File: config.mk
export PLATFORM = sky130hd
export DESIGN_NAME = spike_decoder
export DESIGN_NICKNAME = d
export VERILOG_FILES = /design/src/rtl/snn_pkg.sv /design/src/rtl/isi_counter.sv /design/src/rtl/spike_decoder.sv
export SDC_FILE = /design/constraint.sdc
export NUM_CORES = 1
export LEC_CHECK = 0
export ABC_CLOCK_PERIOD_IN_PS = 1690
export CAP_MARGIN = 20
export CORE_AREA = 8 8 45 47
export DETAILED_ROUTE_END_ITERATION = 16
export DIE_AREA = 0 0 53 55
export HOLD_SLACK_MARGIN = 0.05
export PLACE_DENSITY = 0.54
export SYNTH_ARGS = -nofsm -noshare
export SYNTH_HDL_FRONTEND = slang
export SYNTH_SLANG_ARGS = --single-unit
File: constraint.sdc
create_clock -name clk -period 1.69 [get_ports clk]
set_input_delay 0.4225 -clock clk [delete_from_list [all_inputs] [get_ports clk]]
set_output_delay 0.4225 -clock clk [all_outputs]
set_load 0.01 [all_outputs]
File: src/rtl/snn_pkg.sv
// Shared rate-code definitions: decoder state enum, default code timing
// constants used by both the encoder neuron and spike_decoder, and a vote helper.
package snn_pkg;

   typedef enum logic {
      IDLE    = 1'b0,
      MEASURE = 1'b1
   } state_t;

   // Both ends of the spike line must agree on these.
   localparam int N_DEF       = 10;
   localparam int M_DEF       = 5;
   localparam int TIMEOUT_DEF = 20;
   localparam int CW_DEF      = 5;

   function automatic logic maj3(input logic [2:0] h);
      return (h[0] & h[1]) | (h[0] & h[2]) | (h[1] & h[2]);
   endfunction

endpackage

File: src/rtl/isi_counter.sv
// Saturating inter-spike interval counter: load forces 1, otherwise counts up
// and sticks at TIMEOUT; sat flags that the ceiling has been reached.
module isi_counter #(
   parameter int CW      = 5,
   parameter int TIMEOUT = 20
) (
   input  logic          clk,
   input  logic          rst,
   input  logic          load,
   output logic [CW-1:0] value,
   output logic          sat
);

   localparam logic [CW-1:0] TMAX = CW'(TIMEOUT);

   assign sat = (value == TMAX);

   always_ff @(posedge clk or posedge rst) begin
      if (rst) begin
         value <= '0;
      end else if (load) begin
         value <= CW'(1);
      end else if (!sat) begin
         value <= value + CW'(1);
      end
   end

endmodule

File: src/rtl/spike_decoder.sv
// Rate-code decoder: classifies inter-spike intervals as 1 (short) or 0 (long).
// Define SPIKE_DECODER_MAJORITY_EN to vote over the last three classifications.
//
// Handshake: none. spikeInput is a one-cycle strobe sampled every rising edge;
// decodedValue is meaningful only while valid=1; glitch/lockLost are one-cycle
// pulses that need no acknowledge.
module spike_decoder
   import snn_pkg::*;
#(
   parameter int N       = N_DEF,
   parameter int M       = M_DEF,
   parameter int TIMEOUT = TIMEOUT_DEF,
   parameter int CW      = CW_DEF
) (
   input  logic   clk,
   input  logic   reset,
   input  logic   spikeInput,
   output logic   decodedValue,
   output logic   valid,
   output logic   glitch,
   output logic   lockLost,
   output state_t state_dbg
);

   localparam logic [CW-1:0] THR  = CW'((M + N) / 2);
   localparam logic [CW-1:0] MINI = CW'(M - 1);

   state_t        state, state_n;
   logic          dec_n, valid_n, glitch_n, lost_n;
   logic [CW-1:0] isi;
   logic          sat;
   logic          cls;

`ifdef SPIKE_DECODER_MAJORITY_EN
   logic [2:0]    hist, hist_n;
   logic [1:0]    fill, fill_n;
`endif

   // Every spike, accepted or rejected, restarts the interval measurement.
   isi_counter #(.CW(CW), .TIMEOUT(TIMEOUT)) u_isi (
      .clk   (clk),
      .rst   (reset),
      .load  (spikeInput),
      .value (isi),
      .sat   (sat)
   );

   assign cls       = (isi <= THR);
   assign state_dbg = state;

   always_comb begin
      state_n  = state;
      dec_n    = decodedValue;
      valid_n  = valid;
      glitch_n = 1'b0;
      lost_n   = 1'b0;
`ifdef SPIKE_DECODER_MAJORITY_EN
      hist_n   = hist;
      fill_n   = fill;
`endif
      case (state)
         IDLE: begin
            if (spikeInput) state_n = MEASURE;
         end
         MEASURE: begin
            // A spike landing on the saturated count is still a valid long interval.
            if (spikeInput) begin
               if (isi < MINI) begin
                  glitch_n = 1'b1;
               end else begin
`ifdef SPIKE_DECODER_MAJORITY_EN
                  hist_n  = {hist[1:0], cls};
                  fill_n  = (fill == 2'd3) ? 2'd3 : fill + 2'd1;
                  dec_n   = maj3(hist_n);
                  valid_n = (fill_n == 2'd3);
`else
                  dec_n   = cls;
                  valid_n = 1'b1;
`endif
               end
            end else if (sat) begin
               state_n = IDLE;
               lost_n  = 1'b1;
               valid_n = 1'b0;
`ifdef SPIKE_DECODER_MAJORITY_EN
               hist_n  = '0;
               fill_n  = '0;
`endif
            end
         end
         default: state_n = IDLE;
      endcase
   end

   always_ff @(posedge clk or posedge reset) begin
      if (reset) begin
         state        <= IDLE;
         decodedValue <= 1'b0;
         valid        <= 1'b0;
         glitch       <= 1'b0;
         lockLost     <= 1'b0;
      end else begin
         state        <= state_n;
         decodedValue <= dec_n;
         valid        <= valid_n;
         glitch       <= glitch_n;
         lockLost     <= lost_n;
      end
   end

`ifdef SPIKE_DECODER_MAJORITY_EN
   always_ff @(posedge clk or posedge reset) begin
      if (reset) begin
         hist <= '0;
         fill <= '0;
      end else begin
         hist <= hist_n;
         fill <= fill_n;
      end
   end
`endif

endmodule

# Word level (Yosys, flattened, before mapping)
# Cells that the tools add are included.
# Widths: inputs -> output; s select.
# word_totals
word_cells,32
output_inout_bits,5
register_bits,10
input_bits,3
# op_classes
bitwise,2
n_reduce_logical,3
n_addsub,1
n_eq_ne,3
n_mux,15
order_cmp,2
# op_table
cell,n
$mux 1,12
$mux 5,2
$reduce_and 3->1,2
$add 5x1->5 const B,1
$eq 5x5->1 const B,1
$le 5x3->1 const B,1
$lt 5x3->1 const B,1
$ne 2x2->1 const B,2
$not 1->1,2
$pmux 1 s2,1
$reduce_bool 2->1,1

# Depth between registers and ports, before layout
# logic_depth
ltp_word,4
ltp_mapped,5
ltp_nobuf,5

# Cells and area by module
# From an unflattened synthesis, not the netlist that was laid out.
# hier_totals
cells_unflattened,46
hier_area_um2,515.5
# modules_own_cells
mod,instances,area_each_um2,cells_per_inst,seq_area_each_um2
isi_counter,1,314.1,28,125.1
spike_decoder,1,201.4,18,125.1

# Least setup slack after synthesis
# No wires, ideal clock.
# synth_path
path_type,register to register
start,register u_isi.value[0]
end,register valid
stages_incl_launch_ff,6
arrival_ns,1.078
setup_slack_ns,0.487
synth_period_minus_slack_ns,1.203
setup_time_ns,0.125
n_path_buf,0
required_time_ns,1.565
cell_sequence,dfrtp_1 -> inv_1 -> ha_1 -> nand4b_4 -> nor3b_4 -> nor3_2
# synth_between
elab_chain_cells,3
word_cells_on_any_way,5
classes_between,order compare (1); eq/ne (2); reduce/logical (2)
# synth_lines
element,line,source
from (decl),isi_counter.sv:10,"output logic [CW-1:0] value,"
from (signal assigned),isi_counter.sv:24,value <= value + CW'(1);
$lt 5x3->1 / $eq 5x5->1 (equally long branches),"spike_decoder.sv:68, isi_counter.sv:16",
$ne 2x2->1 (no source line) / $reduce_bool 2->1 (equally long branches),n/a,
$reduce_and 3->1 (no source line) (*),n/a,
to (signal assigned),spike_decoder.sv:105,valid <= valid_n;
to (decl),spike_decoder.sv:19,"output logic valid,"
# Mark *: on every way between the ends. The rest lies on a longest branch, timed or not.
# A chain may end at the register's enable or synchronous reset.

# Worst setup path in the final report
# layout_path
start,register valid
end,output port valid
# No word-level cell between the ends.

==> summary.md <==
| Metric | Value |
|---|---|
| Min-delay worst type | `input port to asynchronous set/reset pin` |
| Syn-to-layout area delta | `20.51%` |
| Die height | `around 55 microns` |
| Peak VDD IR | `roughly 0.00046 V` |
| Max FO, Critical Path | `3` |
| # IOs | `8` |
| Worst-skew pair later-pin latency | `260 ps` |
| Detailed placer's ending HPWL | `688.1 microns` |
| Status | `finished clean` |
| Largest net degree at the start of global routing | `12` |
| Comb pwr share | `0.224` |
| Vias in the first global route | `roughly 350` |
| Root Buffer | `clkbuf_4` |
| Pins Over Slew Limit | `0` |
| Flop pwr share | `0.511` |
| N_diodes | `0` |
| Cell variety after synth | `21` |
| CP delay by family, top | `buffers and inverters` |
| Aggregate global routing overflow | `0` |
| Sequential area share after synthesis | `0.5128` |
| Highest Clock Rate | `618.8 MHz` |
| Routed WL | `roughly 970 microns` |
| DR vias | `approximately 310` |
| Clock Skew | `8.071 ps` |
| First-pass GRT wire length | `roughly 1.7 mm` |
| Yosys warns | `0` |
| Row count | `14` |
| Leakage | `~0.00028 uW` |
| Initial Util | `0.3526` |
| Core area | `1384 sq um` |
| DIE WIDTH | `approximately 53 microns` |
| Final hold vios | `0` |
| Tcrit/Tclk final | `0.9562` |
| Commonest non-fill, non-tap cell in the layout | `dfrtp_1` |
| Worst EP arrival | `around 1200 ps` |
| Share of cells above drive strength 1 | `0.2083` |
| Post-Syn Area | `a little under 500 sq um` |
| CP max-delay cell | `clkdlybuf4s50_1` |
| Total CTS buffers | `3` |
| Critical Path End Type | `primary output` |
| Bufs and invs on worst path | `1` |
| Clk pwr share | `0.265` |
| Yosys reg bits | `10` |
| Placed insts | `approximately 60` |
| Most frequent cells in the layout | `dfrtp_1 (9), clkdlybuf4s50_1 (6), inv_1 (3), clkbuf_4 (3)` |
| ANT nets after route | `0` |
| Max_slew headroom | `0.7098` |
| Clock Sinks | `10` |
| Total GRT Usage | `0.08108` |
| Power per cell area | `roughly 990 nW/um^2` |
| DR vias/cell | `approximately 4.8` |
| Drt drc | `0` |
| CTS max path bufs | `2` |
| Initial antenna violation count | `0` |
| Internal power | `422.2 uW` |
| Final setup fails | `0` |
| Average routed wire per standard cell | `~15 microns` |
| Clock period minus worst slack | `1616 ps` |
| Nets | `55` |
| Setup TNS | `0 ps` |
| Startpoint types | `register` |
| Non-filler cells, final | `64` |
| Clk slew on worst S/H paths | `around 60 ps` |
| Maxcap violations | `0` |
| CP Class | `register to primary output` |
| Syn Area/Cell | `between 10 and 15 sq um` |
| NetSw | `between 150 and 200 uW` |
| Hold_buf cts | `0` |
| CP cell instances | `clkdlybuf4s50_1` |
| CP peak stage delay | `550 ps` |
| Tightest Pin Transition | `434.0 ps` |
| Synthesized Nets | `45` |
| Iter 0 DRT Violations | `7` |
| # Post-CTS Setup Buffers | `0` |
| RSZ-0062 raised after global routing | `no` |
| Sw frac | `0.2773` |
| # H-tree levels | `1` |
| DIE AREA | `2915 sq um` |
| Buffers on Ports | `7` |
| TritonCTS clock tree | `done` |
| Cells after synthesis | `40` |
| Drt pass-1 iters | `3` |
| WP data required | `between 1000 and 1500 ps` |
| GPL Wtd Cong | `about 0.75` |
## layer usage
metal | up-vias | global-route usage | share of wire
met5 | - | 0 | 0
met1 | 148 | 0.09516 | 0.43
met2 | 7 | 0.1250 | 0.49
li1 | 150 | - | -
met4 | 0 | 0.01293 | 0
met3 | 0 | 0.05080 | 0.071
## metrics by stage
| stage | hold WS [ps] | util | cell area (sq um) | setup WS, ps | total power (uW) |
|---|---|---|---|---|---|
| 2_1_floorplan | 262.7 | - | 488.0 | 487.5 | 373.2 |
| 3_3_place_gp | 547.8 | 0.4060 | 561.8 | 164.2 | 427.3 |
| 3_5_place_dp | 557.4 | 0.4060 | 561.8 | 153.8 | 433.3 |
| 4_1_cts | 444.0 | 0.4231 | 585.6 | 28.75 | 595.4 |
| 5_1_grt | 480.1 | 0.4250 | 588.1 | 6.237 | 619.6 |
| 6_report | 445.3 | 0.4250 | 588.1 | 74.01 | 584.1 |
## synth_stat cells
cell / instances / share of area
nor3b_2: 1 / 0.026
a21o_2: 1 / 0.018
buf_2: 1 / 0.010
nand4b_4: 1 / 0.049
nor3_1: 2 / 0.021
a21oi_1: 2 / 0.021
nand3_1: 2 / 0.021
inv_1: 3 / 0.023
xor2_1: 2 / 0.036
or2_2: 1 / 0.013
nor3_2: 1 / 0.021
a31oi_1: 2 / 0.026
buf_6: 1 / 0.023
xnor2_1: 2 / 0.036
ha_1: 2 / 0.051
mux2i_1: 1 / 0.021
nand2_1: 1 / 0.0077
nor2_1: 2 / 0.015
dfrtp_1: 10 / 0.51
nand2b_1: 1 / 0.013
nor3b_4: 1 / 0.038
## power groups by stage
stage,sequential (uW),clock [uW],combinational [uW]
6_report,298,155,131
5_1_grt,304,168,147
4_1_cts,297,166,132
3_5_place_dp,302,0,131
3_3_place_gp,298,0,129
2_1_floorplan,301,0,71.8
## repair_timing
item,in CTS,in global routing
endpoints found under the setup margin,1,1
gates resized for setup,1,1
cloned,0,0
## path summary, 6_finish.rpt
check	slack, ps	startpoint	cells after the start	to
max in group asynchronous	930	reset	2	state_dbg
min in group clk	560	state_dbg	1	decodedValue
hold / removal	450	reset	2	valid
setup / recovery	70	valid	1	valid
setup reg to reg	380	u_isi.value[0]	5	valid
hold reg to reg	560	state_dbg	1	decodedValue
## sequential cells by signal, summed over array words and instances (netlist names)
register	flops
decodedValue	1
glitch	1
lockLost	1
state_dbg	1
u_isi.value	5
valid	1
## kinds of logic (layout without fill, tap and decap cells)
group / count (synthesis) / count (layout) / synth area share
xor+xnor: 4 / 4 / 0.07181
buf+inv: 5 / 13 / 0.05640
simple gates: 13 / 13 / 0.2231
compound gates: 5 / 5 / 0.06410
mux: 1 / 1 / 0.02051
fa+ha+maj: 2 / 2 / 0.05127
flops: 10 / 10 / 0.5128
## cell type report
class	instances	area, sq um
multi-input cells	25	210.2
well taps	16	20.02
fillers	136	795.8
inverters	3	11.26
clock buffers	3	22.52
flip-flops and latches	10	251.5
repair buffers	7	72.57
Note: power is estimated with default switching activity, not from simulation.
